--- config.mk ---
export PLATFORM = sky130hd
export DESIGN_NAME = hazard_ctrl_scb
export DESIGN_NICKNAME = d
export VERILOG_FILES = /design/src/rtl/hazard_ctrl_scb_pkg.sv /design/src/rtl/hazard_ctrl_scb_fwd_sel.sv /design/src/rtl/hazard_ctrl_scb.sv
export SDC_FILE = /design/constraint.sdc
export NUM_CORES = 1
export LEC_CHECK = 0
export ABC_CLOCK_PERIOD_IN_PS = 4850
export CAP_MARGIN = 20
export CORE_MARGIN = 4
export CORE_UTILIZATION = 40
export CTS_CLUSTER_SIZE = 40
export DETAILED_ROUTE_END_ITERATION = 8
export PLACE_DENSITY = 0.73
export RECOVER_POWER = 25
export SYNTH_ARGS = -nofsm -noshare
export SYNTH_HDL_FRONTEND = slang
export SYNTH_HIERARCHICAL = 1
export SYNTH_SLANG_ARGS = --single-unit
--- constraint.sdc ---
create_clock -name clk -period 4.85 [get_ports clk]
set_input_delay 0.97 -clock clk [delete_from_list [all_inputs] [get_ports clk]]
set_output_delay 0.97 -clock clk [all_outputs]
set_load 0.03 [all_outputs]
--- src/rtl/hazard_ctrl_scb_pkg.sv ---
// Shared definitions for the LA32 hazard/flush controller: forwarding-source
// encodings, per-cycle cause codes and redirect FSM states.
package hazard_ctrl_scb_pkg;

  localparam int unsigned FWD_W = 3;
  localparam logic [FWD_W-1:0] FWD_NONE = '0;

  // Forward source k+1 selects the result of back-end stage k (0 = EX).
  function automatic logic [FWD_W-1:0] fwd_from_stage(input int unsigned k);
    return FWD_W'(k + 1);
  endfunction

  typedef enum logic [2:0] {
    CAUSE_EXC,
    CAUSE_HOLD,
    CAUSE_BUSY,
    CAUSE_DHAZ,
    CAUSE_MISP,
    CAUSE_BPW,
    CAUSE_RUN
  } cause_e;

  typedef enum logic {
    ST_IDLE,
    ST_HOLD
  } redir_state_e;

endpackage

--- src/rtl/hazard_ctrl_scb_fwd_sel.sv ---
// Forwarding select for one ID read port against all back-end stages;
// youngest matching writer wins, and a late writer flags a data hazard.
module hazard_fwd_sel
  import hazard_ctrl_scb_pkg::*;
#(
  parameter int unsigned NSTG = 4
) (
  input  logic              rd_ren,
  input  logic [4:0]        rd_addr,
  input  logic [NSTG-1:0]   stg_wen,
  input  logic [NSTG*5-1:0] stg_waddr,
  input  logic [NSTG-1:0]   stg_late,
  output logic [FWD_W-1:0]  fwd_src,
  output logic              late
);

  logic found;

  always_comb begin
    found   = 1'b0;
    fwd_src = FWD_NONE;
    late    = 1'b0;
    if (rd_ren && (rd_addr != 5'd0)) begin
      for (int unsigned k = 0; k < NSTG; k++) begin
        if (!found && stg_wen[k] && (stg_waddr[5*k +: 5] == rd_addr)) begin
          found   = 1'b1;
          fwd_src = fwd_from_stage(k);
          late    = stg_late[k];
        end
      end
    end
  end

endmodule

--- src/rtl/hazard_ctrl_scb.sv ---
// Pipeline hazard/flush controller: forwarding select, stalls, kills,
// registered redirect handshake to fetch, stall watchdog and stall counter.
module hazard_ctrl_scb
  import hazard_ctrl_scb_pkg::*;
#(
  parameter int unsigned NRP    = 3,
  parameter int unsigned NSTG   = 4,
  parameter int unsigned PC_W   = 32,
  parameter int unsigned WDOG_W = 8,
  parameter int unsigned PERF_W = 32
) (
  input  logic                 clk,
  input  logic                 resetn,
  input  logic [NRP-1:0]       id_rd_ren,
  input  logic [NRP*5-1:0]     id_rd_addr,
  input  logic [PC_W-1:0]      id_pc,
  input  logic                 id_bp_wrong,
  input  logic [NSTG-1:0]      stg_wen,
  input  logic [NSTG*5-1:0]    stg_waddr,
  input  logic [NSTG-1:0]      stg_late,
  input  logic [NSTG-1:0]      stg_flush_req,
  input  logic [PC_W-1:0]      flush_entry,
  input  logic                 ex_busy,
  input  logic                 br_mispred,
  input  logic [PC_W-1:0]      br_target,
  input  logic                 redirect_ready,
  output logic [NRP*FWD_W-1:0] fwd_src,
  output logic                 fe_wen,
  output logic                 id_ex_wen,
  output logic                 pc_wen,
  output logic                 fe_kill,
  output logic                 id_kill,
  output logic [NSTG-1:0]      stg_kill,
  output logic                 redirect_valid,
  output logic [PC_W-1:0]      redirect_pc,
  output logic                 wdog_trip,
  output logic [PERF_W-1:0]    stall_cnt
);

  logic [NRP*FWD_W-1:0] port_src;
  logic [NRP-1:0]       port_late;
  logic [NSTG-1:0]      exc_mask;
  logic                 older_flush;
  logic                 exc_any;
  logic                 exc_wb;
  logic                 dhaz;
  cause_e               cause;
  redir_state_e         state;
  logic [PC_W-1:0]      held_pc;
  logic                 req;
  logic [PC_W-1:0]      req_pc;
  logic [WDOG_W-1:0]    wdog_cnt;
  logic [WDOG_W-1:0]    wdog_next;

  for (genvar p = 0; p < NRP; p++) begin : g_port
    hazard_fwd_sel #(
      .NSTG(NSTG)
    ) u_fwd_sel (
      .rd_ren   (id_rd_ren[p]),
      .rd_addr  (id_rd_addr[5*p +: 5]),
      .stg_wen  (stg_wen),
      .stg_waddr(stg_waddr),
      .stg_late (stg_late),
      .fwd_src  (port_src[FWD_W*p +: FWD_W]),
      .late     (port_late[p])
    );
  end

  assign exc_any = |stg_flush_req;
  assign exc_wb  = stg_flush_req[NSTG-1];
  assign dhaz    = |port_late;

  // Stage j is squashed when any older stage (higher index) holds an exception.
  always_comb begin
    exc_mask    = '0;
    older_flush = 1'b0;
    for (int unsigned i = 0; i < NSTG; i++) begin
      exc_mask[NSTG-1-i] = older_flush;
      older_flush        = older_flush | stg_flush_req[NSTG-1-i];
    end
  end

  always_comb begin
    if (exc_any)                cause = CAUSE_EXC;
    else if (state == ST_HOLD)  cause = CAUSE_HOLD;
    else if (ex_busy)           cause = CAUSE_BUSY;
    else if (dhaz)              cause = CAUSE_DHAZ;
    else if (br_mispred)        cause = CAUSE_MISP;
    else if (id_bp_wrong)       cause = CAUSE_BPW;
    else                        cause = CAUSE_RUN;
  end

  always_comb begin
    fe_wen         = 1'b1;
    id_ex_wen      = 1'b1;
    pc_wen         = 1'b1;
    fe_kill        = 1'b0;
    id_kill        = 1'b0;
    stg_kill       = '0;
    req            = 1'b0;
    req_pc         = br_target;
    unique case (cause)
      CAUSE_EXC: begin
        fe_kill  = 1'b1;
        id_kill  = 1'b1;
        stg_kill = exc_mask;
        pc_wen   = exc_wb;
        req      = exc_wb;
        req_pc   = flush_entry;
      end
      CAUSE_HOLD: begin
        pc_wen  = 1'b0;
        fe_kill = 1'b1;
      end
      CAUSE_BUSY: begin
        fe_wen      = 1'b0;
        id_ex_wen   = 1'b0;
        pc_wen      = 1'b0;
        stg_kill[0] = 1'b1;
      end
      CAUSE_DHAZ: begin
        fe_wen  = 1'b0;
        pc_wen  = 1'b0;
        id_kill = 1'b1;
      end
      CAUSE_MISP: begin
        req     = 1'b1;
        req_pc  = br_target;
        fe_kill = 1'b1;
        id_kill = 1'b1;
      end
      CAUSE_BPW: begin
        req     = 1'b1;
        req_pc  = id_pc + PC_W'(4);
        fe_kill = 1'b1;
      end
      default: ;
    endcase

    // A held redirect owns the fetch port; only a WB exception may replace it.
    if (state == ST_HOLD) begin
      redirect_valid = 1'b1;
      redirect_pc    = exc_wb ? flush_entry : held_pc;
      pc_wen         = 1'b0;
      fe_kill        = 1'b1;
    end else begin
      redirect_valid = req;
      redirect_pc    = req_pc;
    end

    if (!resetn) begin
      fe_wen         = 1'b1;
      id_ex_wen      = 1'b1;
      pc_wen         = 1'b0;
      fe_kill        = 1'b1;
      id_kill        = 1'b1;
      stg_kill       = '1;
      redirect_valid = 1'b0;
    end
  end

  assign fwd_src = resetn ? port_src : '0;

  always_comb begin
    if (fe_wen)               wdog_next = '0;
    else if (wdog_cnt == '1)  wdog_next = wdog_cnt;
    else                      wdog_next = wdog_cnt + WDOG_W'(1);
  end

  always_ff @(posedge clk) begin
    if (!resetn) begin
      state     <= ST_IDLE;
      held_pc   <= '0;
      wdog_cnt  <= '0;
      wdog_trip <= 1'b0;
      stall_cnt <= '0;
    end else begin
      unique case (state)
        ST_IDLE: begin
          if (req && !redirect_ready) begin
            state   <= ST_HOLD;
            held_pc <= req_pc;
          end
        end
        ST_HOLD: begin
          if (exc_wb)         held_pc <= flush_entry;
          if (redirect_ready) state   <= ST_IDLE;
        end
        default: state <= ST_IDLE;
      endcase
      wdog_cnt  <= wdog_next;
      wdog_trip <= wdog_trip | (&wdog_next);
      if (!fe_wen) stall_cnt <= stall_cnt + PERF_W'(1);
    end
  end

endmodule

==> impl_metrics.toml, run 1 <==
[outcome]
status = "finished, violations left"
violations = "setup timing"

[synthesis]
synth.top_cell.area_share_pct = 22.8
ys_warn_count = 6
synth_compound_area_share_pct = 22.3
async_flop_share_pct = 0
synth_edf_count = 0
synthMuxAreaShare_pct = 6.67
ys_top_cells_by_count = "nand2_1 (78), dfxtp_1 (74), xor2_1 (70), nand3_1 (50), o21ai_0 (50)"
avgSynthCellArea_um2 = 7.59
seq_area_frac_synth_pct = 22.8
synth_top_area_cell = "dfxtp_1"
syn-cell-area_um2 = 6510
synth_fp_nets = 1012
post-synth-top-count-cell = "nand2_1"
synth_ff_type = "dfxtp_1"
ys_seq_elements = 74
synthSimpleGateAreaFrac_pct = 30.4
synth_fa_ha_area_share_pct = 0.577
synth_xor_area_share_pct = 12.1
netlist_instances = 857
ys_types = 72
synth_top_family_by_area = "simple AND/OR/NAND/NOR gates"
synth.area.top_cells = "dfxtp_1 (23%), xor2_1 (9.4%), mux2i_1 (6.2%)"

[drt]
drtIter0Drc = 622
first_pass_iters = 5
wl_met1_um = 11500
met3WireLength_um = 2200
ant_nets = 0
dr.max_layer_used = "met4"
wl_met2_um = 11900
vias = 8049
drc = 0
wl_um = 26200
routedWlPerCell_um = 18.7
routed_via_density = 5.74

[global_routing]
grt_pass1_wl_um = 39700
grt_antenna_before_repair = 1
grt-ovfl-total = 0
grt_pass1_vias = 7472
grt_start_max_net_pins = 61
grt_usage_pct = 27.0

[hold_path]
holdCritPathClass = "flip-flop to flip-flop"
hold_depth = 2

[sta]
finalMaxSlewViolations = 0
setup_viol = 1
rsz0062_at_grt = "true"
min_period_over_period_pct = 100
clock_skew_ns = 0.00371
fin_crit_ns = 4.87
hold_violations = 0
maxSlewHeadroom_pct = 48.1
fin_setup_tns_ns = -0.0230
tightest_slew_ns = 0.772
fin_ws_ns = -0.0230
fmax_mhz = 205

[layout]
fin_nets = 1336
stdcell_area_um2 = 10500
ff_latch_area_um2 = 1480
area_growth_pct = 61.0
nFillCells = 1418
drive_above_1_share_pct = 24.6
fin_util_pct = 66.0
multi_input_area_um2 = 4990

[floorplanning]
rows = 46
die_w_um = 136
dieArea_um2 = 18400
chipHeight_um = 136
core-area_um2 = 15900
start_util_pct = 41.0
num_io_pins = 236

[clocking]
clk_path_buf_depth = 2
cts_tree = "built"
cts_sinks = 74
root_buffer = "clkbuf_16"
clock_latency_ns = 0.34
clk_pin_slew_ns = 0.07
cts_inserted_buffers = 9
cts_max_level = 3

[pwr]
ir_drop_uv = 205
powerDensity_nw_per_um2 = 195
total_leakage_power_nw = 4.31

[placement]
pre_cts_ws_ns = -0.707
numPortBuffers = 235
place_hpwl_um = 19500
place_area_um2 = 9740
place_congestion = 0.958

[worst_setup_path]
critical_path.startpoint = "stg_waddr[13]"
critPathKind = "input pin to output port"
worstSetupStartpointType = "input pin"
regToRegEndpoint = "stall_cnt[30]$_SDFFE_PN0N_"
cp.arrival_ns = 3.90
cp-endpoint = "redirect_pc[16]"
crit_fanout = 6
reg2reg_depth = 5
r2r_start = "stall_cnt[6]$_SDFFE_PN0N_"
end_kind = "output port"
worst_ep_required_time_ns = 3.88
r2r_setup_slack_ns = 2.44

[job]
drv_cap = 0
[per-layer routing]
metal | GRT usage [%] | vias up
met4 | 8.29 | 0
li1 | - | 3852
met2 | 42.5 | 357
met1 | 37.6 | 3800
met5 | 0 | -
met3 | 5.05 | 40
[worst max-delay path: stages]
cell and delay [ns]:
clkdlybuf4s15_2 0.24, xor2_1 0.16, nor4_1 0.24, and3_1 0.28, nor3b_1 0.08, o21a_1 0.21, or4_4 0.54, buf_8 0.16
nor3_4 0.22, buf_6 0.15, buf_6 0.09, and2_4 0.13, mux2i_2 0.08, a21boi_1 0.17, buf_4 0.18
[report_power, final]
part           leakage (nW)  internal, mW  total, mW  switching, mW
Sequential            0.603         0.632      0.646         0.0141
Clock                 0.149         0.410      0.716          0.306
Combinational          3.56         0.335      0.682          0.347
Total                  4.31          1.38       2.04          0.667
[placed cells by master (no fill, tap or decap), types with 7 or more instances in the layout]
cell	netlist	final
dlygate4sd2_1	0	9
or3_1	12	12
or4_1	14	8
nor3_1	16	17
clkdlybuf4s50_1	0	125
and2_4	6	7
nand3_1	50	48
clkbuf_16	0	9
o21ai_0	50	45
o31a_1	11	11
buf_4	0	152
nand2b_1	8	7
dlygate4sd3_1	0	34
nor2_1	49	49
a21oi_1	47	44
o21ai_1	8	9
inv_1	11	11
nor4_1	23	15
buf_6	4	19
or4_4	2	7
a31oi_1	9	9
o21a_1	14	14
buf_2	26	15
nand4_1	27	27
xor2_1	70	66
o211ai_1	12	12
xnor2_1	20	20
and4_1	10	10
and3_1	22	22
and2_1	14	13
o31ai_1	8	7
buf_12	0	8
dfxtp_1	74	73
mux2i_1	40	38
nand2_1	78	78
[cells by family (layout without fill, tap and decap cells)]
family	Yosys count	in the layout
other	0	1
XOR/XNOR	90	90
flip-flops	74	74
buffers and inverters	74	403
multiplexers	43	43
adder cells (fa/ha/maj)	3	3
AO/OA/AOI/OAI	217	217
AND/OR/NAND/NOR	356	356
[worst min-delay path by stage]
stage / to / from
floorplan: held_pc[11]$_SDFFE_PN0P_ / held_pc[11]$_SDFFE_PN0P_
global placement: held_pc[14]$_SDFFE_PN0P_ / held_pc[14]$_SDFFE_PN0P_
detailed placement: held_pc[11]$_SDFFE_PN0P_ / held_pc[11]$_SDFFE_PN0P_
CTS: held_pc[11]$_SDFFE_PN0P_ / held_pc[11]$_SDFFE_PN0P_
global route: held_pc[11]$_SDFFE_PN0P_ / held_pc[11]$_SDFFE_PN0P_
finish: held_pc[11]$_SDFFE_PN0P_ / held_pc[11]$_SDFFE_PN0P_
[timing repair]
item	in CTS	in global routing
hold buffers	0	0
endpoints found under the setup margin	33	32
buffers inserted	16	8
resized for setup	141	67
pin swaps	37	37
[per-stage QoR]
step                      power, mW  hold WS [ns]  instances
after floorplan               0.963         0.431        857
after detailed placement       1.30         0.451       1364
after global routing           2.12         0.474       1403
final                          2.04         0.455       1403
after global placement         1.29         0.441       1364
after CTS                      2.03         0.460       1395
[registers in the layout (all words and copies together), names as in the netlist]
signal     count
held_pc       32
stall_cnt     32
wdog_cnt       8
state          1
wdog_trip      1
[layout make-up]
type / count / area share [%]
Antenna cell: 1 / 0.0239
Sequential cell: 74 / 14.1
Inverter: 12 / 0.430
Tap cell: 216 / 2.58
Clock buffer: 9 / 2.15
Multi-Input combinational cell: 709 / 47.6
Clock inverter: 7 / 0.800
Timing Repair Buffer: 375 / 32.3
(Power assumes the default switching activity.)
==> run 2: changes to the inputs <==
--- a/config.mk
+++ b/config.mk
@@ -9,6 +9,7 @@
 export CAP_MARGIN = 20
 export CORE_MARGIN = 4
 export CORE_UTILIZATION = 40
+export CTS_CLUSTER_DIAMETER = 200
 export CTS_CLUSTER_SIZE = 40
 export DETAILED_ROUTE_END_ITERATION = 8
 export PLACE_DENSITY = 0.73
==> results of run 2 <==
Same layout as run 1: the final DEF is identical, and so are final timing and power.
==> run 3: changes to the inputs <==
--- a/config.mk
+++ b/config.mk
@@ -6,12 +6,13 @@
 export NUM_CORES = 1
 export LEC_CHECK = 0
 export ABC_CLOCK_PERIOD_IN_PS = 4850
-export CAP_MARGIN = 20
 export CORE_MARGIN = 4
 export CORE_UTILIZATION = 40
+export CTS_BUF_LIST = sky130_fd_sc_hd__clkbuf_16
 export CTS_CLUSTER_DIAMETER = 200
 export CTS_CLUSTER_SIZE = 40
 export DETAILED_ROUTE_END_ITERATION = 8
+export MAX_ROUTING_LAYER = met4
 export PLACE_DENSITY = 0.73
 export RECOVER_POWER = 25
 export SYNTH_ARGS = -nofsm -noshare
==> run 3 against run 2 <==
  * The flow still finishes with violations (setup timing)
  * Die area unchanged
  * Cell area up 1.4%
  * Sequential share of layout area down 0.20 points
  * Critical path depth unchanged
  * Worst setup slack worse by 0.032 ns
  * Clock-buffer cell count unchanged
  * Hold slack worse by 0.00081 ns
  * Critical path type unchanged
==> impl_metrics.toml, run 3 (synthesized netlist as in run 1, its figures left out) <==
[outcome]
status = "finished, violations left"
violations = "setup timing"

[floorplanning]
die_w_um = 136
chipHeight_um = 136
num_io_pins = 236
core-area_um2 = 15900
rows = 46
start_util_pct = 41.0
dieArea_um2 = 18400

[sta]
tightest_slew_ns = 0.781
hold_violations = 0
setup_viol = 6
fin_ws_ns = -0.0550
min_period_over_period_pct = 101
maxSlewHeadroom_pct = 47.5
fin_crit_ns = 4.90
whs_ns = 0.454
fmax_mhz = 204
finalMaxSlewViolations = 0
rsz0062_at_grt = "true"
clock_skew_ns = 0.00841

[clocking]
cts_max_level = 3
root_buffer = "clkbuf_16"
clk_path_buf_depth = 2
cts_tree = "built"
cts_sinks = 74
clock_latency_ns = 0.35
cts_inserted_buffers = 9
clk_pin_slew_ns = 0.07

[worst_setup_path]
path_cells = "buf_2 -> xor2_1 -> nor4_2 -> nand3_1 -> o31a_1 -> o21a_1 -> or4_4 -> buf_12 -> nor3_4 -> buf_6 -> nand2b_4 -> o31ai_2 -> buf_4 -> o21a_1 -> buf_12"
crit_fanout = 5
cp.arrival_ns = 3.93
max_stage_delay_ns = 0.52
critPathKind = "input pin to output port"
worstSetupStartpointType = "input pin"
end_kind = "output port"
cp_slowest_cell = "or4_4"
worst_ep_required_time_ns = 3.88

[drt]
routed_via_density = 5.75
wl_um = 26500
first_pass_iters = 5
vias = 8119
drc = 0
routedWlPerCell_um = 18.7
drtIter0Drc = 571
ant_nets = 0

[placement]
pre_cts_ws_ns = -0.703
numPortBuffers = 235
place_hpwl_um = 19600
place_congestion = 0.962

[pwr]
powerDensity_nw_per_um2 = 193
total_leakage_power_nw = 4.35
ir_drop_uv = 177

[layout]
final_common_cell = "buf_4"
fin_nets = 1345
area_growth_pct = 63.3
drive_above_1_share_pct = 26.4
layout_common_cells = "buf_4 (156), clkdlybuf4s50_1 (126), nand2_1 (77), dfxtp_1 (73), xor2_1 (67)"
reg_top3 = "held_pc: 32 flops, stall_cnt: 32 flops, wdog_cnt: 8 flops"

[hold_path]
holdCritPathClass = "flip-flop to flip-flop"

[global_routing]
grt_pass1_wl_um = 40100
grt_usage_pct = 28.2
grt_start_max_net_pins = 47
grt_antenna_before_repair = 1
grt_pass1_vias = 7478
grt-ovfl-total = 0

[job]
drv_cap = 0
## run 3: worst paths after layout
kind | from | to | slack (ns) | depth (start not counted)
setup / recovery | id_rd_addr[1] | redirect_pc[15] | -0.05 | 15
hold / removal | held_pc[14]$_SDFFE_PN0P_ | held_pc[14]$_SDFFE_PN0P_ | 0.45 | 2
setup reg to reg | state$_SDFF_PN0_ | stall_cnt[26]$_SDFFE_PN0N_ | 2.38 | 7
hold reg to reg | held_pc[14]$_SDFFE_PN0P_ | held_pc[14]$_SDFFE_PN0P_ | 0.45 | 2
## run 3: worst max-delay path: cells and delay by family
family,cells,cell delay (ns)
xor gates and xnor gates,1,0.15
AOI/OAI and AO/OA,4,0.78
buffers and inverters,5,0.74
and+or+nand+nor,5,1.30
## run 3: through the flow
stage / instance area [µm²] / setup TNS [ns] / instances / total power [mW] / utilization, %
after global routing: 10600 / -1.95 / 1412 / 2.13 / 66.9
after CTS: 10300 / 0 / 1403 / 2.03 / 65.1
final: 10600 / -0.152 / 1412 / 2.05 / 66.9
after global placement: 9770 / -15.94 / 1370 / 1.30 / 61.5
after detailed placement: 9770 / -15.97 / 1370 / 1.30 / 61.5
after floorplan: 6510 / -0.0316 / 857 / 0.963 / -
## run 3: metal layers
metal | vias up | share of wire [%] | global-route usage [%]
met1 | 3834 | 44 | 38.0
li1 | 3869 | - | -
met3 | 42 | 9.3 | 5.87
met2 | 374 | 45 | 42.4
met5 | - | 0 | -
met4 | 0 | 2.3 | 8.90
## run 3: layout make-up
cell class / instances / area (µm²)
diodes: 1 / 2.50
clock buffers: 9 / 225
clock inverters: 7 / 85.1
fillers: 1347 / 5260
inverters: 12 / 45.0
multi-input cells: 709 / 5060
flip-flops and latches: 74 / 1480
well taps: 216 / 270
repair buffers: 384 / 3460
## run 3: what timing repair did
action                                  in CTS  in global routing
hold endpoints to repair                     0                  0
hold buffers                                 0                  0
buffers inserted                            18                  9
pin swaps                                   33                 38
endpoints found under the setup margin      33                 31
gates resized for setup                    159                 67
## run 3: report_power, final
group          switching [mW]  internal [mW]
sequential             0.0153          0.632
combinational           0.347          0.341
clock                   0.303          0.409
total                   0.665           1.38
==> variant, RTL diff (config.mk and constraints of run 3) <==
Remove the case item `CAUSE_BPW` of the case on `cause`.
--- a/src/rtl/hazard_ctrl_scb.sv
+++ b/src/rtl/hazard_ctrl_scb.sv
@@ -131,7 +131,2 @@
       end
-      CAUSE_BPW: begin
-        req     = 1'b1;
-        req_pc  = id_pc + PC_W'(4);
-        fe_kill = 1'b1;
-      end
       default: ;
Check against the original RTL: not equivalent (Yosys sat finds a counterexample within 4 cycles, from zero or initial values and one cycle with resetn low).
==> variant against run 3 <==
- total power shrank 12%
- clock skew fell by 0.0035 ns
- cell area down 27%
- routed wire length fell by 33%
- utilization down 6.6 points
- sequential cell count did not move
- clock power is 4.5% lower
- worst setup slack better by 0.25 ns
- area after synthesis is 18% lower
- critical endpoint is now pc_wen
- largest power group unchanged
==> variant: results (changes against run 3) <==
Status
  • Run status: finished clean

Synth
  • Syn nets: 853 (-16%)
  • Multiplexer share of the synthesized area: 0.749% (-5.9 points)
  • Compound-Gate Fraction of Synth Area: 18.7% (-3.6 points)
  • Register area share after synthesis: 27.7% (+4.9 points)
  • Most frequent cells after synthesis: dfxtp_1 (74), o21ai_0 (70), xor2_1 (67)
  • Dominant cells by area after synthesis: dfxtp_1 (28%), xor2_1 (11%), o21ai_0 (6.6%), a221oi_1 (5.2%), nand3b_1 (4.6%)
  • Synth Area in XOR/XNOR: 14.4% (+2.3 points)
  • Commonest register cell after synthesis: dfxtp_1
  • Post-synthesis adder-cell area fraction: 0.468% (-0.11 points)
  • Synth unique cells: 49 (-32%)

Layout
  • Top flop regs: held_pc: 32 flops, stall_cnt: 32 flops, wdog_cnt: 8 flops
  • Fin nets: 1026 (-24%)
  • Share of cells above drive strength 1: 6.50% (-20 points)
  • Fillers: 1164 (-14%)
  • ANT cells: 0 (-1)

Place
  • Place WS: 0.111 ns (+0.815 ns)
  • Placer Congestion: 0.897 (-6.7%)
  • Post-DP HPWL: 13.2 mm (-33%)
  • Number of port buffers: 202 (-14%)

Clocking
  • Clk Latency, worst-skew pair: 0.34 ns
  • Reg clk slew, reported paths: 0.06 ns
  • Worst-case clock buffer depth: 2 (unchanged)
  • H-tree levels: 3 (unchanged)
  • Inserted Clock Buffers: 9 (unchanged)
  • Post CTS Setup Buffer Count: 0 (-18)

Drt
  • Metal1 wirelength: 7.79 mm (-33%)
  • Top Layer Used: met4
  • 1st-iter DRT viols: 480 (-16%)
  • Total number of vias: 5722 (-30%)
  • Met3 WL: 1.13 mm (-54%)
  • WL met2: 8.59 mm (-27%)
  • Post-DR wirelength/cell: 16.9 um (-9.7%)
  • Pre-antenna DRT Iters: 5 (unchanged)

Setup path
  • Max stage delay on crit path: 0.56 ns (+0.04 ns)
  • Critical Path End: pc_wen
  • RR Startpoint: state
  • Crit. Startpoint: id_rd_addr[9]
  • CP max-delay cell: clkdlybuf4s50_1
  • Arrival time worst endpoint: 3.68 ns (-0.25 ns)
  • FF-to-FF path depth: 6 (-1)
  • R2R Path End: stall_cnt[31]
  • R2r setup slk: 2.65 ns (+0.27 ns)

Pwr
  • Sw Pwr: 0.000536 W (-19%)
  • Leakage: 3.05 nW (-30%)
  • Peak supply drop: 0.134 mV (-24%)

Worst hold path
  • Hold path start: wdog_trip
  • Worst hold path depth: 1 (-1)

Global routing
  • Vias in the first global route: 5586 (-25%)
  • Total GRT Usage: 23.3% (-4.8 points)
  • Largest net degree at the start of global routing: 71 (+51%)
  • First-pass GRT wire length: 27.8 mm (-31%)
  • Initial antenna violation count: 0 (-1)

Timing
  • Setup ws final: 0.199 ns (+0.254 ns)
  • Clock skew: 0.00488 ns (-0.00354 ns)
  • Slew HR: 45.5% (-2.0 points)
variant: cell types whose count changed in the layout (fill, tap and decap cells not counted), sizes merged, moves of 25 or more:
cell / change
nand2b: +27
nand3: -26
buf: -185
nand3b: +32
a221oi: +26
clkdlybuf4s50: +37
inv: +25
nand2: -66
mux2i: -36
variant: how the worst min path moves through the flow:
stage	end	slack, ns
2_1_floorplan	held_pc[24]	0.50
3_3_place_gp	stall_cnt[29]	0.48
3_5_place_dp	wdog_trip	0.49
4_1_cts	wdog_trip	0.52
5_1_grt	wdog_trip	0.53
6_report	wdog_trip	0.51
variant: kinds of logic (layout without fill, tap and decap cells):
| group | after synthesis | in the layout |
|---|---|---|
| AOI/OAI and AO/OA | 165 | 165 |
| xor gates and xnor gates | 88 | 88 |
| adders and majority gates | 2 | 2 |
| buffers and inverters | 94 | 272 |
| DFF | 74 | 74 |
| muxes | 4 | 4 |
| and+or+nand+nor | 272 | 272 |
variant: metrics by stage:
step / instances / hold slack (ns) / cell area [um2] / power (W)
floorplan: 699 / 0.503 / 5350 / 0.000911
global placement: 1033 / 0.481 / 7450 / 0.00112
detailed placement: 1033 / 0.490 / 7450 / 0.00113
CTS: 1049 / 0.518 / 7760 / 0.00182
global route: 1049 / 0.525 / 7770 / 0.00189
finish: 1049 / 0.509 / 7770 / 0.00180
variant: final cells by class:
| cell class | instances | area share, % |
|---|---|---|
| inverter | 39 | 1.88 |
| sequential | 74 | 19.1 |
| clock inverter | 7 | 0.999 |
| timing repair buffer | 217 | 27.4 |
| clock buffer | 9 | 2.90 |
| multi-input combinational | 531 | 45.0 |
| tap | 172 | 2.77 |
variant: what timing repair did:
| action | 4_1_cts | 5_1_grt |
|---|---|---|
| resized for setup | 0 | 2 |
| endpoints found under the setup margin | 0 | 3 |
| hold endpoints to repair | 0 | 0 |
variant: metal layers:
layer,vias to the layer above,track usage [%]
met5,-,-
met4,0,6.64
met3,21,4.04
met2,211,38.4
met1,2660,29.5
li1,2830,-
variant: power groups by stage:
stage | Sequential, W | Combinational, W | Clock [W]
after global routing | 0.000649 | 0.000513 | 0.000726
after detailed placement | 0.000659 | 0.000471 | 0
final | 0.000647 | 0.000475 | 0.000680
after global placement | 0.000658 | 0.000463 | 0
after CTS | 0.000646 | 0.000474 | 0.000695
after floorplan | 0.000657 | 0.000254 | 0
